### src/rtl/mem_stage_unit_pkg.sv
// Shared encodings for the memory stage: access opcodes and FSM states,
// used by the decoder, the control unit and the memory stage itself.
package mem_stage_unit_pkg;

  localparam int unsigned OP_W  = 2;
  localparam int unsigned CNT_W = 4;

  typedef enum logic [OP_W-1:0] {
    OP_NONE  = 2'b00,
    OP_LOAD  = 2'b01,
    OP_STORE = 2'b10,
    OP_RSVD  = 2'b11
  } op_e;

  typedef enum logic [1:0] {
    IDLE = 2'b00,
    REQ  = 2'b01,
    DONE = 2'b10,
    ERR  = 2'b11
  } state_e;

endpackage

### src/rtl/mem_stage_unit.sv
// Memory stage: turns an enable edge into one load/store handshake with the
// memory, with a request timeout and a sticky per-access error flag.
module mem_stage_unit
  import mem_stage_unit_pkg::*;
#(
  parameter int unsigned DATA_W  = 16,
  parameter int unsigned ADDR_W  = 16,
  parameter int unsigned TIMEOUT = 15
) (
  input  logic              I_clk,
  input  logic              I_reset,
  input  logic              I_enmem,
  input  logic [OP_W-1:0]   I_op,
  input  logic [ADDR_W-1:0] I_addr,
  input  logic [DATA_W-1:0] I_wdata,
  output logic [DATA_W-1:0] O_rdata,
  output logic              O_done,
  output logic              O_busy,
  output logic              O_err,
  output logic              O_mem_req,
  output logic              O_mem_we,
  output logic [ADDR_W-1:0] O_mem_addr,
  output logic [DATA_W-1:0] O_mem_wdata,
  input  logic              I_mem_ack,
  input  logic [DATA_W-1:0] I_mem_rdata
);

  state_e           state;
  op_e              op_q;
  logic             en_q;
  logic [CNT_W-1:0] cnt;
  logic             start;

  // Only a fresh enable edge seen while idle launches an access.
  assign start = I_enmem && !en_q && (state == IDLE);

  // Single-process FSM; every output is a flop updated with the next state.
  always_ff @(posedge I_clk) begin
    if (I_reset) begin
      state       <= IDLE;
      op_q        <= OP_NONE;
      en_q        <= 1'b0;
      cnt         <= '0;
      O_rdata     <= '0;
      O_done      <= 1'b0;
      O_busy      <= 1'b0;
      O_err       <= 1'b0;
      O_mem_req   <= 1'b0;
      O_mem_we    <= 1'b0;
      O_mem_addr  <= '0;
      O_mem_wdata <= '0;
    end else begin
      en_q      <= I_enmem;
      O_done    <= 1'b0;
      O_mem_req <= 1'b0;
      O_mem_we  <= 1'b0;
      unique case (state)
        IDLE: begin
          if (start) begin
            op_q        <= op_e'(I_op);
            O_mem_addr  <= I_addr;
            O_mem_wdata <= I_wdata;
            O_busy      <= 1'b1;
            O_err       <= 1'b0;
            case (op_e'(I_op))
              OP_NONE: begin
                state  <= DONE;
                O_done <= 1'b1;
              end
              OP_LOAD, OP_STORE: begin
                state     <= REQ;
                cnt       <= '0;
                O_mem_req <= 1'b1;
                O_mem_we  <= (op_e'(I_op) == OP_STORE);
              end
              OP_RSVD: begin
                state  <= ERR;
                O_done <= 1'b1;
                O_err  <= 1'b1;
              end
            endcase
          end
        end
        REQ: begin
          // An ack in the final counted cycle still completes normally.
          if (I_mem_ack) begin
            state  <= DONE;
            O_done <= 1'b1;
            if (op_q == OP_LOAD) O_rdata <= I_mem_rdata;
          end else if (cnt == CNT_W'(TIMEOUT - 1)) begin
            state  <= ERR;
            cnt    <= cnt + CNT_W'(1);
            O_done <= 1'b1;
            O_err  <= 1'b1;
          end else begin
            cnt       <= cnt + CNT_W'(1);
            O_mem_req <= 1'b1;
            O_mem_we  <= (op_q == OP_STORE);
          end
        end
        DONE, ERR: begin
          state  <= IDLE;
          O_busy <= 1'b0;
        end
      endcase
    end
  end

endmodule

### config.mk
export PLATFORM = sky130hd
export DESIGN_NAME = mem_stage_unit
export DESIGN_NICKNAME = d
export VERILOG_FILES = /design/src/rtl/mem_stage_unit_pkg.sv /design/src/rtl/mem_stage_unit.sv
export SDC_FILE = /design/constraint.sdc
export NUM_CORES = 1
export LEC_CHECK = 0
export BUFFER_PORTS_ARGS = -buffer_cell sky130_fd_sc_hd__buf_2
export CORE_MARGIN = 2
export CORE_UTILIZATION = 24
export CTS_CLUSTER_SIZE = 40
export DETAILED_ROUTE_END_ITERATION = 8
export GPL_TIMING_DRIVEN = 0
export PLACE_DENSITY = 0.52
export SLEW_MARGIN = 40
export SYNTH_ARGS = -nofsm -noshare
export SYNTH_HDL_FRONTEND = slang
export SYNTH_SLANG_ARGS = --single-unit
### constraint.sdc
create_clock -name I_clk -period 1.9 [get_ports I_clk]
set_input_delay 0.095 -clock I_clk [delete_from_list [all_inputs] [get_ports I_clk]]
set_output_delay 0.095 -clock I_clk [all_outputs]
set_load 0.03 [all_outputs]
# Word level (Yosys, flattened, before mapping)
# Index checks and enable logic that the tools add are counted.
[word_totals] register_bits=62 wordCells=74
[op_classes] n_reduce_logical=16 addsub=1 n_eq_ne=14 muxes=31
[op_table] operator="$mux 1" n=17
[op_table] operator="$mux 4" n=3
[op_table] operator="$pmux 2 s3" n=2
[op_table] operator="$eq 2x2->1 const B" n=5
[op_table] operator="$pmux 1 s2" n=5
[op_table] operator="$pmux 4 s2" n=1
[op_table] operator="$reduce_and 4->1" n=2
[op_table] operator="$eq 2x1->1 const B" n=3
[op_table] operator="$mux 2" n=3
[op_table] operator="$ne 2x2->1 const B" n=3
[op_table] operator="$reduce_and 2->1" n=3
[op_table] operator="$reduce_or 2->1" n=3
[op_table] operator="$add 4x1->4 const B" n=1
[op_table] operator="$eq 4x4->1 const B" n=1
[op_table] operator="$logic_not 2->1" n=2
[op_table] operator="$reduce_bool 2->1" n=2
[op_table] operator="$ne 3x3->1 const B" n=1
[op_table] operator="$reduce_and 3->1" n=1
[op_table] operator="$logic_and 1x1->1" n=2
[op_table] operator="$ne 2x1->1 const B" n=1
[op_table] operator="$logic_not 1->1" n=1

# Depth between registers and ports, before layout
# Gate-level depths: netlist of run 1.
[depth] depth_word=5 depth_mapped=6 mapped_depth_nobuf=5

# Worst setup path before layout of run 1
# No wires, ideal clock.
[synth_path] kind="register -> register" start="register state[0]" end="register O_mem_addr[8]" path_slack_ps=443 path_stages_with_launch=7 t_required_ps=1768 arrival_time_ps=1325 synth_period_minus_slack_ps=1457 setup_time_ps=132 cell_sequence="dfxtp_1 -> buf_6 -> or4b_4 -> buf_6 -> buf_6 -> nand2_1 -> a21oi_1"
[synth_via] elab_chain_len=3
[synth_rtl] element="start, declared" line="mem_stage_unit.sv:28" source="state_e state;"
[synth_rtl] element="start signal, assigned" line="mem_stage_unit.sv:40" source="state <= IDLE;"
[synth_rtl] element="start signal, assigned" line="mem_stage_unit.sv:67" source="state <= DONE;"
[synth_rtl] element="start signal, assigned" line="mem_stage_unit.sv:71" source="state <= REQ;"
[synth_rtl] element="$logic_not 2->1 *" line="mem_stage_unit.sv:35, mem_stage_unit.sv:57"
[synth_rtl] element="$logic_and 1x1->1" line="mem_stage_unit.sv:35" source="assign start = I_enmem && !en_q && (state == IDLE);"
[synth_rtl] element="$reduce_and 2->1 (no line) *"
[synth_rtl] element="end signal, assigned" line="mem_stage_unit.sv:61" source="O_mem_addr <= I_addr;"
[synth_rtl] element="end, declared" line="mem_stage_unit.sv:22" source="output logic [ADDR_W-1:0] O_mem_addr,"
# Every way passes the cells marked *; elsewhere a longest branch is shown, timed or not.
# A chain may end at the register's enable or synchronous reset.

# Worst setup path in the final report of run 1
[layout_path] start="register state[0]" end="register cnt[2]"
[layout_via] elab_chain_len=4 elab_cells_between_ends=9
[layout_rtl] element="$logic_not 2->1" line="mem_stage_unit.sv:35, mem_stage_unit.sv:57"
[layout_rtl] element="$logic_and 1x1->1" line="mem_stage_unit.sv:35"
[layout_rtl] element="$ne 2x2->1 (no line)"
[layout_rtl] element="$reduce_and 4->1 (no line)"
[layout_rtl] element="end signal, assigned" line="mem_stage_unit.sv:92" source="cnt <= cnt + CNT_W'(1);"
[layout_rtl] element="end signal, assigned" line="mem_stage_unit.sv:96" source="cnt <= cnt + CNT_W'(1);"
[layout_rtl] element="end, declared" line="mem_stage_unit.sv:31" source="logic [CNT_W-1:0] cnt;"
# Several ways; a longest one is shown, not always the timed one.

==> metrics, run 1 <==
FF-to-FF Start state[0]; Final GP Congestion 0.736; Hold Crit Start I_wdata[10]; Max Fclk 0.599 GHz; CP max stage delay 0.68 ns; CTS Sinks 62; Required @ worst endpoint 2.13 ns; Worst Path Max Fanout 10; RSZ-0062 raised after global routing no; commonest non-fill, non-tap cell in the layout buf_2; post-synth top area share 50.9%; Port Buffers 105; pwr dens 857 nW/um2; Reg power frac 43.2%; CP Cell Sequence buf_6 -> nor4b_4 -> a221oi_1 -> a31o_2; Cells after Synth 282; vias in the first global route 2,512; Sw Pwr 0.843 mW; Total Wirelength 7330 um; drt first pass iters 4; area of the core 9820 um2; Tcrit/Tclk final 87.9%; Pleak 1.64 nW; Starting Density 24.8%; final hold violation count 0; worst-skew pair later-pin latency 0.33 ns; detailed placement HPWL 4950 um; CP Launch Type register; largest net degree at the start of global routing 11; shortest period the worst path allows 1.67 ns; Final Skew 0.00701 ns; Peak VDD IR 0.367 mV; Routed Antenna Nets 0; Mapped Area 2440 um2; WL per Instance 12.7 um; Starting DRT DRC Count 94; Die W 105 um; first-pass GRT wire length 12,000 um; CTS tree done; share of cells above drive strength 1 31.3%; Die Y 105 um; Syn-to-layout area delta 54.7%; final slew viol count 0; clock power share 40.1%; Top Family by Delay on Critical Path simple AND/OR/NAND/NOR gates; final setup vio count 0; count of cell types in the netlist 35; nets@finish 499; Clock transition at path regs 0.07 ns; Critical Path Sink Type register; worst hold path depth 3; Worst Hold Class in2reg; ys async rst share 0%; R2R cell count 4; DIE AREA 11,000 um2; max cap viols 0; Primary FF master, synth dfxtp_1; antenna cells 0; I/O pins 107; vias 2,536; end of the worst hold path O_mem_wdata[10]; clk root buf clkbuf_8; setup TNS 0 ns; CP max-delay cell nor4b_4; post-route DRC violation count 0; Seq/Total Area, Yosys 50.9%; net count after synthesis 341; gr usage total 13.6%; synth top area cells dfxtp_1, a21oi_1, nand2_1, nand3_1, o21ai_0; initial antenna violation count 0; Final Total Pwr 3.23 mW; Yosys warnings 0; Syn Area/Cell 8.64 um2; Setup CP Type reg2reg; Yosys reg bits 62; Post-synth EDFFs 0; Switching Fraction 26.1%; clk buf depth 2; Std-Cell Rows 36; Pint 2.39 mW; most frequent cells in the layout buf_2, nand2_1, dfxtp_1; Crit path arrival time 1.90 ns; outcome finished, final reports clean; Slew @ Worst Pin 0.722 ns; Slew HR 51.7%; via/cell ratio 4.40; reg2reg end cnt[2]; r2r setup slk 0.23 ns; CTS Buf Count 9; GRT overflow 0; crit path buf inv count 1; htree depth 3; combinational share of power 16.7%; area leader, netlist dfxtp_1
==> synth_stat cells (all sizes together) (2+ instances only) <==
master and number:
nand2 68, dfxtp 62, a21oi 52, nand3 18, o21ai 17, buf 11, clkbuf 11, ha 5
inv 4, nand2b 4, nor2 4, nor2b 3, a2111oi 2, a211oi 2, a41oi 2, nand4bb 2
nor3 2, nor3b 2
==> metrics by stage <==
| stage | util (%) | cells | worst slack, ns | cell area [um2] | hold slack [ns] |
|---|---|---|---|---|---|
| 2_1_floorplan | - | 282 | 0.443 | 2440 | 0.223 |
| 3_3_place_gp | 31.9 | 520 | 0.221 | 3130 | 0.338 |
| 3_5_place_dp | 31.9 | 520 | 0.200 | 3130 | 0.344 |
| 4_1_cts | 38.4 | 577 | 0.187 | 3770 | 0.000374 |
| 5_1_grt | 38.4 | 577 | 0.0821 | 3770 | 0.00760 |
| 6_report | 38.4 | 577 | 0.230 | 3770 | 0.0160 |
==> routing by layer <==
layer	vias to the layer above	track usage (%)	part of all wire (%)
met5	-	0	0
met4	0	6.48	1.8
met2	78	22.1	48
met3	12	3.37	5.2
met1	1168	16.9	45
li1	1278	-	-
==> cell type report <==
class / instances / area [um2]
fill: 1036 / 6050
sequential: 62 / 1240
multi-input combinational: 194 / 1040
timing repair buffer: 147 / 946
tap: 133 / 166
clock buffer: 11 / 151
buffer: 22 / 144
clock inverter: 4 / 70.1
inverter: 4 / 15.0
==> kinds of logic (layout without fill, tap and decap cells) <==
family / after synthesis / after routing / synth area share (%)
adder cells (fa/ha/maj): 5 / 5 / 2.57
AO/OA/AOI/OAI: 81 / 81 / 18.5
AND/OR/NAND/NOR: 108 / 108 / 21.5
buffers and inverters: 26 / 188 / 6.52
flip-flops: 62 / 62 / 50.9
==> registers in the layout (all words and copies together) (netlist names) <==
| name | flops |
|---|---|
| O_busy | 1 |
| O_mem_req | 1 |
| en_q | 1 |
| O_rdata | 16 |
| state | 2 |
| O_done | 1 |
| op_q | 2 |
| cnt | 4 |
| O_mem_addr | 16 |
| O_mem_we | 1 |
| O_err | 1 |
| O_mem_wdata | 16 |
==> repair_timing <==
item / 4_1_cts / 5_1_grt
hold buffers: 42 / 0
gates resized for setup: 0 / 0
setup buffers: 0 / 0
hold endpoints to repair: 42 / 0
==> how the worst max path moves through the flow <==
| stage | startpoint | endpoint | depth (start not counted) |
|---|---|---|---|
| 4_1_cts | state[0] | cnt[2] | 4 |
| 5_1_grt | state[0] | cnt[2] | 4 |
| 3_3_place_gp | state[0] | cnt[2] | 4 |
| 3_5_place_dp | state[0] | cnt[2] | 4 |
| 6_report | state[0] | cnt[2] | 4 |
| 2_1_floorplan | state[0] | O_mem_addr[8] | 6 |
==> power by group through the flow <==
stage	clock network, mW	logic (mW)	registers, mW
floorplan	0	0.199	1.53
global placement	0	0.474	1.42
detailed placement	0	0.478	1.43
CTS	1.35	0.545	1.40
global route	1.40	0.592	1.40
finish	1.30	0.540	1.40
==> tightest hold or removal path: cells and delay by family <==
kind | cells | cell delay [ns]
AND/OR/NAND/NOR | 1 | 0.05
buffers and inverters | 1 | 0.09
AO/OA/AOI/OAI | 1 | 0.05
(Power assumes the default switching activity.)
==> run 2, diff against run 1 <==
CTS_BUF_LIST = sky130_fd_sc_hd__clkbuf_2   (was not set)
==> run 2 against run 1 <==
Against the previous run:
- sequential power about the same
- maximum frequency decreased by 2.3%
- critical path depth increased by 3
- combinational power increased by 3%
- global-route usage increased by 0.33 points
- total power decreased by 12%
- final cell count increased by 1.7%
- critical path type is now in2reg
==> metrics, run 2 (synthesis results as in run 1) <==
outcome finished, final reports clean; pwr dens 752 nW/um2; final slew viol count 0; CTS Sinks 62; largest net degree at the start of global routing 11; worst-skew pair later-pin latency 0.46 ns; reg2reg end cnt[2]; Crit path arrival time 2.01 ns; # fillers 1,038; commonest non-fill, non-tap cell in the layout buf_2; Required @ worst endpoint 2.21 ns; Std-Cell Rows 36; biggest regs O_mem_addr: 16 flops, O_mem_wdata: 16 flops, O_rdata: 16 flops; FF-to-FF Start state[0]; clk buf depth 2; Tcrit/Tclk final 89.9%; Setup CP Type in2reg; clk root buf clkbuf_2; setup TNS 0 ns; post-route DRC violation count 0; max cap viols 0; nets@finish 509; Final GP Congestion 0.736; Hold Crit Start I_reset; end of the worst hold path state[1]; detailed placement HPWL 4950 um; CP max stage delay 0.55 ns; CP max-delay cell a2111oi_0; R2R cell count 4; Die W 105 um; Hold Slack 0.129 ns; Slew @ Worst Pin 0.733 ns; Top Family by Delay on Critical Path buffers and inverters; CTS Buf Count 9; Syn-to-layout area delta 54.8%; gr usage total 13.9%; Clock transition at path regs 0.17 ns; Slew HR 51.0%; Critical Path Sink Type register; multi-input logic area 1040 um2; Post-CTS Setup Bufs 0; Setup WS pre-CTS 0.200 ns; Total Wirelength 7490 um; Port Buffers 105; antenna cells 0; final setup vio count 0; DIE AREA 11,000 um2; Starting Density 24.8%; Routed Antenna Nets 0; via/cell ratio 4.39; Peak VDD IR 0.312 mV; crit path buf inv count 3; initial antenna violation count 0; WL per Instance 12.8 um; CP Launch Type input pin; r2r setup slk 0.20 ns; Die Y 105 um; CP Cell Sequence dlygate4sd3_1 -> buf_2 -> inv_1 -> ha_1 -> nor3b_1 -> nor2_1 -> a2111oi_0; worst hold path depth 2; Final Skew 0.0203 ns; Pleak 1.65 nW; most frequent cells in the layout buf_2, nand2_1, dfxtp_1; Max Fclk 0.585 GHz; Starting DRT DRC Count 119; GRT overflow 0; htree depth 3; shortest period the worst path allows 1.71 ns; share of cells above drive strength 1 30.2%; Worst Hold Class in2reg; RSZ-0062 raised after global routing no; sequential standard cell area 1240 um2; area of the core 9820 um2; I/O pins 107; vias in the first global route 2,611; drt first pass iters 4; Worst Path Max Fanout 4; CTS tree done; slack of the critical path 0.192 ns; vias 2,575; final hold violation count 0; first-pass GRT wire length 12,300 um
run 2: stage by stage:
step / instance area, um2 / util, % / std cells / power, mW
after floorplan: 2440 / - / 282 / 1.73
after global placement: 3130 / 31.9 / 520 / 1.90
after detailed placement: 3130 / 31.9 / 520 / 1.90
after CTS: 3770 / 38.4 / 587 / 2.89
after global routing: 3770 / 38.4 / 587 / 3.00
final: 3770 / 38.4 / 587 / 2.84
run 2: layout make-up:
class	instances	share of cell area [%]
sequential	62	32.9
timing repair buffer	157	27.7
multi-input combinational	194	27.5
tap	133	4.41
buffer	22	3.81
clock inverter	6	2.06
clock buffer	9	1.19
inverter	4	0.398
run 2: metal layers:
layer	global-route usage, %	part of all wire, %
met1	16.9	45
met2	23.2	48
met3	3.43	5.2
met4	6.48	1.9
met5	0	0
run 2: where the power goes:
part           leakage (nW)  internal (mW)  switching [mW]
clock network        0.0766          0.417           0.468
registers             0.505           1.36          0.0329
logic                  1.07          0.241           0.316
total                  1.65           2.02           0.817
run 2: worst max-delay path by stage:
stage / from / to / slack [ns] / cells past startpoint
floorplan: state[0] / O_mem_addr[8] / 0.44 / 6
global placement: state[0] / cnt[2] / 0.22 / 4
detailed placement: state[0] / cnt[2] / 0.20 / 4
CTS: state[0] / cnt[2] / 0.18 / 4
global route: I_op[0] / O_done / 0.07 / 7
finish: I_op[0] / O_done / 0.19 / 7
run 2: what timing repair did:
action / CTS / global route
resized for setup: 0 / 0
hold endpoints to repair: 51 / 0
hold buffers: 52 / 0
==> run 3, diff against run 2 <==
ABC_AREA = 1   (was not set)
clock period = 2.2 ns   (was 1.9 ns; I/O delays follow)
==> run 3 against run 2 <==
Against the previous run:
- via count down 1.7%
- utilization down 0.35 points
- sequential power fell by 9%
- synthesized cell count grew 8.5%
==> metrics, run 3 <==
Peak VDD IR 0.261 mV; post-layout util 38.1%; clock power share 21.8%; CP max stage delay 0.43 ns; Starting Density 24.7%; clk root buf clkbuf_2; htree depth 3; area of the core 9730 um2; drt first pass iters 4; most frequent cells in the layout buf_2, nor2_1, dfxtp_1; CTS tree done; gr usage total 13.1%; Yosys warnings 0; multi-input logic area 973 um2; Reg power frac 50.8%; top-count cell post-synth nor2_1; commonest non-fill, non-tap cell in the layout buf_2; Port Buffers 105; vias 2,530; Pint 1.63 mW; via/cell ratio 4.13; post-route DRC violation count 0; final slew viol count 0; synth cell count leaders nor2_1, dfxtp_1, o21ai_0; Slew @ Worst Pin 0.336 ns; Die W 104 um; CP max-delay cell dfxtp_1; Post-synth EDFFs 0; Max Fclk 0.728 GHz; DIE AREA 10,800 um2; Slew HR 77.6%; GRT overflow 0; nets@finish 534; count of cell types in the netlist 22; Tcrit/Tclk final 62.5%; vias in the first global route 2,507; outcome finished, final reports clean; CTS Sinks 62; Top Family by Delay on Critical Path simple AND/OR/NAND/NOR gates; Syn-to-layout area delta 54.2%; grt met3 use 3.82%; crit path buf inv count 1; met1 usage 14.8%; Top Usage Layer GRT met2; Crit path arrival time 1.78 ns; share of cells above drive strength 1 29.6%; Sw Pwr 0.880 mW; worst-skew pair later-pin latency 0.46 ns; Clock transition at path regs 0.17 ns; Mapped Area 2400 um2; Pleak 1.86 nW; Required @ worst endpoint 2.60 ns; Setup CP Type reg2reg; Syn Area/Cell 7.85 um2; shortest period the worst path allows 1.37 ns; detailed placement HPWL 4780 um; Worst Path Max Fanout 5; Total Wirelength 6910 um; antenna cells 0; sequential standard cell area 1240 um2; Switching Fraction 35.1%; ys async rst share 0%; Yosys reg bits 62; CP Launch Type register; Final Total Pwr 2.51 mW; pwr dens 677 nW/um2; largest net degree at the start of global routing 11; cell mode on critical path nand3_1; biggest regs O_mem_addr: 16 flops, O_mem_wdata: 16 flops, O_rdata: 16 flops; RSZ-0062 raised after global routing no; Worst Hold Class in2reg; Cells after Synth 306; max cap viols 0; Primary FF master, synth dfxtp_1; Hold Slack 0.0671 ns; area leader, netlist dfxtp_1; synth top area cells dfxtp_1, nor2_1, o21ai_0, o21ai_1, ha_1; I/O pins 107; clk buf depth 2; initial antenna violation count 0; Critical Path Sink Type register; combinational share of power 27.4%; Seq/Total Area, Yosys 51.7%; post-synth top area share 51.7%; final hold violation count 0; first-pass GRT wire length 11,400 um; CTS Buf Count 9; net count after synthesis 365; Std-Cell Rows 36; WL per Instance 11.3 um; Final Skew 0.0100 ns; Post-CTS Setup Bufs 0; # fillers 1,045; Routed Antenna Nets 0; setup TNS 0 ns; M2 GR Usage 23.0%; CP Cell Sequence inv_1 -> ha_1 -> nand3_1 -> nand2_1 -> nor2_1 -> nand3_1 -> a21oi_1; Final GP Congestion 0.722; final setup vio count 0; Die Y 104 um; Starting DRT DRC Count 78
run 3: path summary, 6_finish.rpt:
check | start | to | slack, ns | cells after the start
worst max-delay path | cnt[0] | O_mem_we | 0.83 | 7
worst min-delay path | I_mem_ack | O_done | 0.07 | 5
worst max register to register | cnt[0] | O_mem_we | 0.83 | 7
worst min register to register | op_q[0] | op_q[0] | 0.49 | 2
run 3: area by class of cell:
cell class                      instances  share of cell area [%]
Clock inverter                          6                   0.777
Timing Repair Buffer                  158                    28.5
Buffer                                 16                    3.18
Inverter                               18                    1.89
Clock buffer                           10                    1.35
Multi-Input combinational cell        210                    26.3
Tap cell                              133                    4.49
Sequential cell                        62                    33.5
run 3: worst min-delay path: stages:
cell	delay, ns
buf_2	0.09
inv_1	0.05
nand2_1	0.08
a22oi_1	0.10
nor2_1	0.08
run 3: what timing repair did:
item,4_1_cts,5_1_grt
hold buffers,53,0
endpoints found under the hold margin,57,0
gates resized for setup,0,0
run 3: metal layers:
layer / wire (um) / part of all wire (%)
met3: 360 / 5.2
met2: 3290 / 48
met1: 3150 / 46
met4: 114 / 1.6
met5: 0 / 0
run 3: kinds of logic (layout without fill, tap and decap cells):
group,Yosys count,after routing,synth area share [%]
AND/OR/NAND/NOR,142,142,24.6
flip-flops,62,62,51.7
buffers and inverters,34,208,7.81
adder cells (fa/ha/maj),5,5,2.60
AO/OA/AOI/OAI,63,63,13.3
run 3: power by group through the flow:
stage,Combinational [mW],Clock (mW),Sequential [mW]
finish,0.688,0.546,1.27
global route,0.757,0.647,1.29
CTS,0.693,0.596,1.28
detailed placement,0.620,0,1.30
global placement,0.616,0,1.29
floorplan,0.261,0,1.46
run 3: stage by stage:
| stage | instances | instance area (um2) | setup slack, ns |
|---|---|---|---|
| finish | 613 | 3700 | 0.826 |
| global route | 613 | 3700 | 0.675 |
| CTS | 613 | 3700 | 0.786 |
| detailed placement | 544 | 3090 | 0.833 |
| global placement | 544 | 3090 | 0.846 |
| floorplan | 306 | 2400 | 1.05 |
